===== src/rtl/score_pkg.sv =====
// Shared constants and types for the score display path: value limit,
// 7-segment codes and the BCD conversion FSM states.
package score_pkg;

  localparam int unsigned SCORE_MAX = 99;

  // Segment order {g,f,e,d,c,b,a}, active-high
  localparam logic [6:0] SEG_0     = 7'h3F;
  localparam logic [6:0] SEG_1     = 7'h06;
  localparam logic [6:0] SEG_2     = 7'h5B;
  localparam logic [6:0] SEG_3     = 7'h4F;
  localparam logic [6:0] SEG_4     = 7'h66;
  localparam logic [6:0] SEG_5     = 7'h6D;
  localparam logic [6:0] SEG_6     = 7'h7D;
  localparam logic [6:0] SEG_7     = 7'h07;
  localparam logic [6:0] SEG_8     = 7'h7F;
  localparam logic [6:0] SEG_9     = 7'h6F;
  localparam logic [6:0] SEG_DASH  = 7'h40;
  localparam logic [6:0] SEG_BLANK = 7'h00;

  typedef enum logic [1:0] {
    ST_IDLE,
    ST_SHIFT,
    ST_COMMIT
  } state_e;

endpackage


===== src/rtl/seg7_encoder.sv =====
// Combinational BCD digit to 7-segment encoder. Non-decimal codes render blank.
module seg7_encoder
  import score_pkg::*;
(
  input  logic [3:0] bcd,
  output logic [6:0] seg
);

  always_comb begin
    seg = SEG_BLANK;
    case (bcd)
      4'd0:    seg = SEG_0;
      4'd1:    seg = SEG_1;
      4'd2:    seg = SEG_2;
      4'd3:    seg = SEG_3;
      4'd4:    seg = SEG_4;
      4'd5:    seg = SEG_5;
      4'd6:    seg = SEG_6;
      4'd7:    seg = SEG_7;
      4'd8:    seg = SEG_8;
      4'd9:    seg = SEG_9;
      default: seg = SEG_BLANK;
    endcase
  end

endmodule


===== src/rtl/score_display.sv =====
// Two-digit multiplexed score display: sequential double-dabble conversion of
// val_i to BCD, digit refresh counter and registered-only output decode.
module score_display
  import score_pkg::*;
#(
  parameter int unsigned BW          = 7,
  parameter int unsigned REFRESH_DIV = 1000,
  parameter bit          BLANK_LZ    = 1'b1
) (
  input  logic          clk_i,
  input  logic          rst_i,
  input  logic [BW-1:0] val_i,
  output logic [6:0]    seg_o,
  output logic [1:0]    dig_sel_o,
  output logic          busy_o,
  output logic          ovf_o
);

  localparam int unsigned CntW = $clog2(BW + 1);
  localparam int unsigned RefW = $clog2(REFRESH_DIV);

  state_e            state_q, state_d;
  logic [BW-1:0]     last_q, last_d;
  logic [BW-1:0]     sh_q, sh_d;
  logic [3:0]        t_q, t_d, o_q, o_d;
  logic [3:0]        t_adj, o_adj;
  logic [CntW-1:0]   bit_cnt_q, bit_cnt_d;
  logic              pend_q, pend_d;
  logic [3:0]        tens_q, tens_d, ones_q, ones_d;
  logic              ovf_q, ovf_d;
  logic [RefW-1:0]   ref_q, ref_d;
  logic              dig_idx_q, dig_idx_d;
  logic [3:0]        digit;
  logic [6:0]        enc_seg;

  always_ff @(posedge clk_i) begin
    if (rst_i) begin
      state_q   <= ST_IDLE;
      last_q    <= '0;
      sh_q      <= '0;
      t_q       <= '0;
      o_q       <= '0;
      bit_cnt_q <= '0;
      pend_q    <= 1'b0;
      tens_q    <= '0;
      ones_q    <= '0;
      ovf_q     <= 1'b0;
      ref_q     <= '0;
      dig_idx_q <= 1'b0;
    end else begin
      state_q   <= state_d;
      last_q    <= last_d;
      sh_q      <= sh_d;
      t_q       <= t_d;
      o_q       <= o_d;
      bit_cnt_q <= bit_cnt_d;
      pend_q    <= pend_d;
      tens_q    <= tens_d;
      ones_q    <= ones_d;
      ovf_q     <= ovf_d;
      ref_q     <= ref_d;
      dig_idx_q <= dig_idx_d;
    end
  end

  // Shift-add-3 correction applied before each shift
  assign t_adj = (t_q >= 4'd5) ? t_q + 4'd3 : t_q;
  assign o_adj = (o_q >= 4'd5) ? o_q + 4'd3 : o_q;

  always_comb begin
    state_d   = state_q;
    last_d    = last_q;
    sh_d      = sh_q;
    t_d       = t_q;
    o_d       = o_q;
    bit_cnt_d = bit_cnt_q;
    pend_d    = pend_q;
    tens_d    = tens_q;
    ones_d    = ones_q;
    ovf_d     = ovf_q;
    case (state_q)
      ST_IDLE: begin
        if (val_i != last_q) begin
          last_d = val_i;
          sh_d   = val_i;
          if (val_i > BW'(SCORE_MAX)) begin
            pend_d  = 1'b1;
            state_d = ST_COMMIT;
          end else begin
            pend_d    = 1'b0;
            t_d       = '0;
            o_d       = '0;
            bit_cnt_d = '0;
            state_d   = ST_SHIFT;
          end
        end
      end
      ST_SHIFT: begin
        t_d       = {t_adj[2:0], o_adj[3]};
        o_d       = {o_adj[2:0], sh_q[BW-1]};
        sh_d      = {sh_q[BW-2:0], 1'b0};
        bit_cnt_d = bit_cnt_q + CntW'(1);
        if (bit_cnt_q == CntW'(BW - 1)) begin
          state_d = ST_COMMIT;
        end
      end
      ST_COMMIT: begin
        // Overflow keeps the previous digits; only the dash flag changes
        if (pend_q) begin
          ovf_d = 1'b1;
        end else begin
          tens_d = t_q;
          ones_d = o_q;
          ovf_d  = 1'b0;
        end
        state_d = ST_IDLE;
      end
      default: state_d = ST_IDLE;
    endcase
  end

  always_comb begin
    ref_d     = ref_q + RefW'(1);
    dig_idx_d = dig_idx_q;
    if (ref_q == RefW'(REFRESH_DIV - 1)) begin
      ref_d     = '0;
      dig_idx_d = ~dig_idx_q;
    end
  end

  assign digit = dig_idx_q ? tens_q : ones_q;

  seg7_encoder u_enc (
    .bcd (digit),
    .seg (enc_seg)
  );

  always_comb begin
    seg_o = enc_seg;
    if (ovf_q) begin
      seg_o = SEG_DASH;
    end else if (dig_idx_q && BLANK_LZ && (tens_q == 4'd0)) begin
      seg_o = SEG_BLANK;
    end
  end

  assign dig_sel_o = dig_idx_q ? 2'b10 : 2'b01;
  assign busy_o    = (state_q != ST_IDLE);
  assign ovf_o     = ovf_q;

endmodule


===== config.mk =====
export PLATFORM = sky130hd
export DESIGN_NAME = score_display
export DESIGN_NICKNAME = d
export VERILOG_FILES = /design/src/rtl/score_pkg.sv /design/src/rtl/seg7_encoder.sv /design/src/rtl/score_display.sv
export SDC_FILE = /design/constraint.sdc
export NUM_CORES = 1
export LEC_CHECK = 0
export BUFFER_PORTS_ARGS = -buffer_cell sky130_fd_sc_hd__buf_2
export CAP_MARGIN = 5
export CORE_AREA = 2 2 59 89
export DETAILED_ROUTE_END_ITERATION = 8
export DIE_AREA = 0 0 61 91
export PLACE_DENSITY = 0.72
export SLEW_MARGIN = 20
export SYNTH_ARGS = -nofsm -noshare
export SYNTH_HDL_FRONTEND = slang
export SYNTH_SLANG_ARGS = --single-unit
export TNS_END_PERCENT = 30

===== constraint.sdc =====
create_clock -name clk_i -period 2.4 [get_ports clk_i]
set_input_delay 0.48 -clock clk_i [delete_from_list [all_inputs] [get_ports clk_i]]
set_output_delay 0.48 -clock clk_i [all_outputs]
set_load 0.05 [all_outputs]

==> results of run 1 <==
[registers in the layout, indices dropped and copies added, names as in the netlist]
name,cells
ref_q,10
last_q,7
sh_q,7
o_q,4
ones_q,4
t_q,4
tens_q,4
bit_cnt_q,3
state_q,2
dig_idx_q,1
ovf_o,1
pend_q,1
[final timing paths]
| kind | start | end | slack (ns) | cells past startpoint |
|---|---|---|---|---|
| worst max-delay path | dig_idx_q | seg_o[5] | 0.1 | 6 |
| worst min-delay path | val_i[1] | last_q[1] | 0.44 | 3 |
| worst max register to register | last_q[3] | pend_q | 0.58 | 4 |
| worst min register to register | ref_q[0] | ref_q[0] | 0.45 | 1 |
[worst max-delay path, stage by stage, from the launching register on]
cell	delay (ns)
dfxtp_4	0.40
mux2i_4	0.25
buf_4	0.16
ha_1	0.19
o21ai_0	0.11
a21oi_1	0.14
buf_2	0.27
[cell type report]
class,count,area [um2],area share [%]
multi-input cells,199,1470,50.8
flip-flops and latches,48,965,33.4
repair buffers,30,186,6.46
well taps,66,82.6,2.86
inverters,21,78.8,2.73
clock buffers,6,72.6,2.52
clock inverters,2,35.0,1.21
[routing by layer]
layer | track usage, % | part of all wire, %
met2 | 34.4 | 54
met1 | 21.3 | 42
met5 | 0 | 0
met3 | 2.99 | 2.1
met4 | 8.51 | 2.0
[cells in the final DEF (no fill, tap or decap), types with 7 or more instances in the layout]
cell,Yosys,final
dfxtp_1,48,47
nand2_1,28,28
nor2_1,24,24
inv_1,21,21
mux2i_1,24,21
buf_2,1,17
a211oi_1,12,12
ha_1,12,12
buf_4,1,12
xor2_1,10,10
mux2_2,9,9
xnor2_1,8,8
o32ai_1,8,8
nor3_1,7,7
a21oi_1,7,7
nand3_1,7,7
[cells by family (layout without fill, tap and decap cells)]
group | after synthesis | count (layout) | share of synthesized area [%]
compound gates | 52 | 52 | 14.6
xor+xnor | 18 | 18 | 6.22
fa+ha+maj | 12 | 12 | 5.93
buf+inv | 33 | 59 | 5.38
flops | 48 | 48 | 37.9
mux | 34 | 34 | 14.1
simple gates | 83 | 83 | 15.9
[power groups by stage]
stage,Clock [uW],Sequential (uW),Combinational (uW)
after floorplan,0,885,226
after global placement,0,887,286
after detailed placement,0,889,290
after CTS,592,871,290
after global routing,616,876,317
final,579,870,289
[through the flow]
stage / cell area, um2 / util, %
floorplan: 2530 / -
global placement: 2740 / 57.4
detailed placement: 2740 / 57.4
CTS: 2850 / 59.8
global route: 2890 / 60.5
finish: 2890 / 60.5
[timing repair]
item	in CTS	in global routing
resized for setup	4	10
setup endpoints to repair	7	6
hold endpoints to repair	0	0
buffers inserted	0	0
==> run_results.csv, run 1 <==
group,metric,value,unit
status,outcome,"completed",
sta,finalSetupViolCount,0,
clock_tree,cts_tree,"done",
worst_setup_path,cp_data_required_time,1.92,ns
floorplanning,dieWidth,61,um
sta,worst_hold_slack,0.443,ns
placed_design,post-place-ws,0.207,ns
sta,tns,0,ns
synthesis,synthTopCellsByArea,"dfxtp_1, mux2i_1, ha_1",
detailed_routing,totalWireLength,4.96,mm
placed_design,dpl.cell_count,364,
placed_design,dp_hpwl,3.53,mm
final_layout,diodes,0,
clock_tree,cts_sinks,48,
sta,fin_crit,2.30,ns
global_route,overflow,0,
worst_setup_path,crit_arrival,1.82,ns
final_layout,fill_cells,429,
global_route,grt_pass1_wl,8.37,mm
worst_setup_path,crit_fanout,5,
power_and_ir_drop,seqPwrFrac,50.1,%
power_and_ir_drop,sw_frac_of_total,26.9,%
sta,skew,0.00615,ns
synthesis,synthTopCellsByCount,"dfxtp_1, nand2_1, mux2i_1, nor2_1, inv_1",
detailed_routing,drt_iter0_markers,39,
final_layout,area_growth,13.9,%
clock_tree,cts_made_buffers,5,
job,cap_violations,0,
global_route,grt_pass1_vias,1936,
power_and_ir_drop,power_density,602,mW/mm2
synthesis,synth_seq_cells,48,
synthesis,syn_inst,280,
detailed_routing,routed_via_density,5.47,
synthesis,yosys.cell_count.top_type,"dfxtp_1",
sta,worstMarginPinSlew,0.768,ns
detailed_routing,drcViolationCount,0,
floorplanning,die-area,0.00555,mm2
sta,rsz0062_at_grt,"yes",
power_and_ir_drop,clkPwrFrac,33.3,%
power_and_ir_drop,combPwrFrac,16.6,%
clock_tree,clk_latency,0.30,ns
clock_tree,h-tree-depth,2,
placed_design,routabilityCongestion,0.771,
sta,finalWorstSetupSlack,0.0987,ns
power_and_ir_drop,switchingPower,468,uW
synthesis,syn_area,0.00253,mm2
clock_tree,clockBufferDepth,2,
final_layout,finalNonFillerCells,372,
global_route,antenna_found_initial,0,
sta,fmax,435,MHz
synthesis,ys_types,43,
detailed_routing,wire_per_inst,13.3,um
sta,finalCritPeriodShare,95.9,%
worst_setup_path,cp-end-kind,"output port",
floorplanning,initial_utilization,53.1,%
synthesis,syn_nets,301,
sta,slew_headroom,48.8,%
synthesis,yosys.area.top_type,"dfxtp_1",
floorplanning,row_count,31,
detailed_routing,ant_nets,0,
synthesis,synthArstFlopShare,0,%
detailed_routing,dr.pass1.iters,4,
synthesis,ys_seq_area_share,37.9,%
sta,slew_viol_final,0,
placed_design,port_buffers,19,
worst_setup_path,path_class,"reg2out",
global_route,grtUsageTotal,19.3,%
floorplanning,die_height,91,um
final_layout,drive_above_1_share,20.6,%
synthesis,avgSynthCellArea,9.05,um2
power_and_ir_drop,power,1740,uW
synthesis,yosys_warnings,0,
power_and_ir_drop,irDropWorstVdd,557,uV
sta,finalHoldViolations,0,
synthesis,synth-edff-count,0,
clock_tree,path_clk_slew,0.09,ns
clock_tree,cts_hold_buffers,0,
detailed_routing,routed-via-count,2033,
floorplanning,core,0.00477,mm2
final_layout,nets,326,
power_and_ir_drop,power.internal,1270,uW
synthesis,synth_top_area_share,37.9,%
clock_tree,root_buffer,"clkbuf_8",
global_route,grt_start_max_net_pins,25,
synthesis,synthFlopType,"dfxtp_1",
floorplanning,num_io_pins,20,
worst_setup_path,startpoint_type,"flop",
worst_hold_path,hp-class,"in2reg",
power_and_ir_drop,power_leakage,0.00110,uW
No activity file was read; power rests on OpenSTA's default activity.
==> inputs of run 2 (changes only) <==
- SKIP_LAST_GASP: default -> 1
- clock period: 2.4 -> 2.8 ns (I/O delays scaled with it)
==> run_results.csv, run 2 (synthesis results as in run 1) <==
group,metric,value,unit
clock_tree,cts_tree,"done",
status,outcome,"completed",
sta,fmax,382,MHz
final_layout,finalNonFillerCells,370,
power_and_ir_drop,irDropWorstVdd,407,uV
power_and_ir_drop,power.internal,1090,uW
worst_setup_path,startpoint,"dig_idx_q",
final_layout,diodes,0,
worst_setup_path,crit_path_top_delay_cell,"dfxtp_2",
worst_setup_path,reg2reg_to,"sh_q[6]",
floorplanning,num_io_pins,20,
clock_tree,root_buffer,"clkbuf_8",
sta,slew_viol_final,0,
worst_setup_path,slowest_delay,0.48,ns
final_layout,fin_area,0.00285,mm2
floorplanning,die_height,91,um
worst_hold_path,hp-class,"reg2reg",
floorplanning,row_count,31,
global_route,grtUsageTotal,19.2,%
sta,worst_hold_slack,0.451,ns
final_layout,drive_above_1_share,20.4,%
power_and_ir_drop,combPwrFrac,15.9,%
final_layout,final_cell_mix,"dfxtp_1, nand2_1, nor2_1, inv_1, mux2i_1",
final_layout,largest_register_ffs,10,
final_layout,area_growth,12.3,%
final_layout,regArea,962,um2
detailed_routing,ant_nets,0,
detailed_routing,dr.pass1.iters,4,
placed_design,placed_cell_area,0.00272,mm2
final_layout,nets,324,
sta,fin_crit,2.62,ns
sta,slew_headroom,56.8,%
worst_setup_path,reg2regPathDepth,5,
global_route,grt_pass1_wl,8.17,mm
worst_setup_path,cp_cell_sequence,"mux2i_2 > inv_1 > nor2_1 > o21ai_0 > a31oi_1 > buf_2",
placed_design,dp_hpwl,3.42,mm
power_and_ir_drop,switchingPower,399,uW
floorplanning,initial_utilization,53.1,%
clock_tree,h-tree-depth,2,
worst_setup_path,r2r_slack,1.10,ns
sta,finalHoldViolations,0,
floorplanning,core,0.00477,mm2
clock_tree,cts_sinks,48,
placed_design,dpl.cell_count,362,
job,cap_violations,0,
global_route,antenna_found_initial,0,
worst_setup_path,crit_fanout,9,
global_route,grt_pass1_vias,1869,
power_and_ir_drop,seqPwrFrac,50.9,%
clock_tree,path_clk_slew,0.09,ns
worst_setup_path,startpoint_type,"flop",
power_and_ir_drop,clkPwrFrac,33.2,%
sta,finalCritPeriodShare,93.5,%
sta,worstMarginPinSlew,0.648,ns
worst_setup_path,r2r_start,"last_q[3]",
global_route,overflow,0,
floorplanning,dieWidth,61,um
sta,finalSetupViolCount,0,
final_layout,multi_input_area,0.00145,mm2
worst_setup_path,endpoint,"seg_o[2]",
power_and_ir_drop,sw_frac_of_total,26.8,%
sta,tns,0,ns
global_route,grt_start_max_net_pins,33,
clock_tree,post_cts_buffers,0,
sta,rsz0062_at_grt,"no",
detailed_routing,totalWireLength,4.72,mm
detailed_routing,routed_via_density,5.39,
final_layout,final_common_cell,"dfxtp_1",
placed_design,routabilityCongestion,0.800,
final_layout,reg_top3,"ref_q: 10 flops, last_q: 7 flops, sh_q: 7 flops",
detailed_routing,drcViolationCount,0,
clock_tree,cts_made_buffers,5,
clock_tree,clockBufferDepth,2,
worst_setup_path,cp-end-kind,"output port",
placed_design,port_buffers,19,
detailed_routing,routed-via-count,1993,
clock_tree,cts_hold_buffers,0,
worst_setup_path,crit_arrival,2.06,ns
detailed_routing,wire_per_inst,12.8,um
power_and_ir_drop,power_density,523,mW/mm2
worst_setup_path,path_class,"reg2out",
final_layout,fill_cells,430,
final_layout,regMostFlops,"ref_q",
sta,skew,0.00840,ns
clock_tree,clk_latency,0.31,ns
worst_hold_path,hp-start,"ref_q[0]",
detailed_routing,drt_iter0_markers,51,
worst_setup_path,cp_data_required_time,2.24,ns
power_and_ir_drop,power_leakage,0.00109,uW
floorplanning,die-area,0.00555,mm2
[run 2: cell count changes in the layout (fill, tap and decap cells not counted), sizes merged]
| cell | change |
|---|---|
| clkinvlp | +1 |
| clkbuf | -1 |
| buf | -2 |
[run 2: per-stage QoR]
stage | total power (uW) | setup WS (ns) | util, %
global placement | 1010 | 0.394 | 57.0
finish | 1490 | 0.182 | 59.6
floorplan | 953 | 0.0282 | -
CTS | 1510 | -0.0231 | 59.4
detailed placement | 1010 | 0.327 | 57.0
global route | 1570 | 0.0156 | 59.6
[run 2: power by group through the flow]
stage / registers, uW / logic [uW] / clock network, uW
floorplan: 759 / 194 / 0
global placement: 772 / 234 / 0
detailed placement: 774 / 239 / 0
CTS: 758 / 240 / 509
global route: 764 / 264 / 539
finish: 759 / 236 / 495
[run 2: worst min-delay path by stage]
stage | cells after the start | slack, ns | to
floorplan | 1 | 0.42 | ref_q[0]
global placement | 1 | 0.43 | ref_q[0]
detailed placement | 1 | 0.44 | ref_q[0]
CTS | 1 | 0.45 | ref_q[0]
global route | 1 | 0.46 | ref_q[0]
finish | 1 | 0.45 | ref_q[0]
[run 2: cell type report]
type / count / area share [%]
sequential: 48 / 33.8
multi-input combinational: 199 / 50.9
timing repair buffer: 28 / 5.72
tap: 66 / 2.90
clock buffer: 5 / 2.42
inverter: 21 / 2.77
clock inverter: 3 / 1.50
[run 2: what timing repair did]
item	4_1_cts	5_1_grt
setup endpoints to repair	4	7
hold endpoints to repair	0	0
gates resized for setup	0	4
[run 2: worst max-delay path, delay by kind of cell, from the launching register on]
family	cells	cell delay (ns)
and+or+nand+nor	1	0.11
buffers and inverters	2	0.41
DFF	1	0.48
AOI/OAI and AO/OA	2	0.37
muxes	1	0.38
[run 2: layer usage]
layer,GRT usage (%),share of wire [%],vias up,wire length [um]
met1,21.4,42,933,2000
met2,33.3,53,31,2480
met3,3.56,2.7,9,127
li1,-,-,1020,-
met5,0,0,-,0
met4,9.06,2.3,0,108
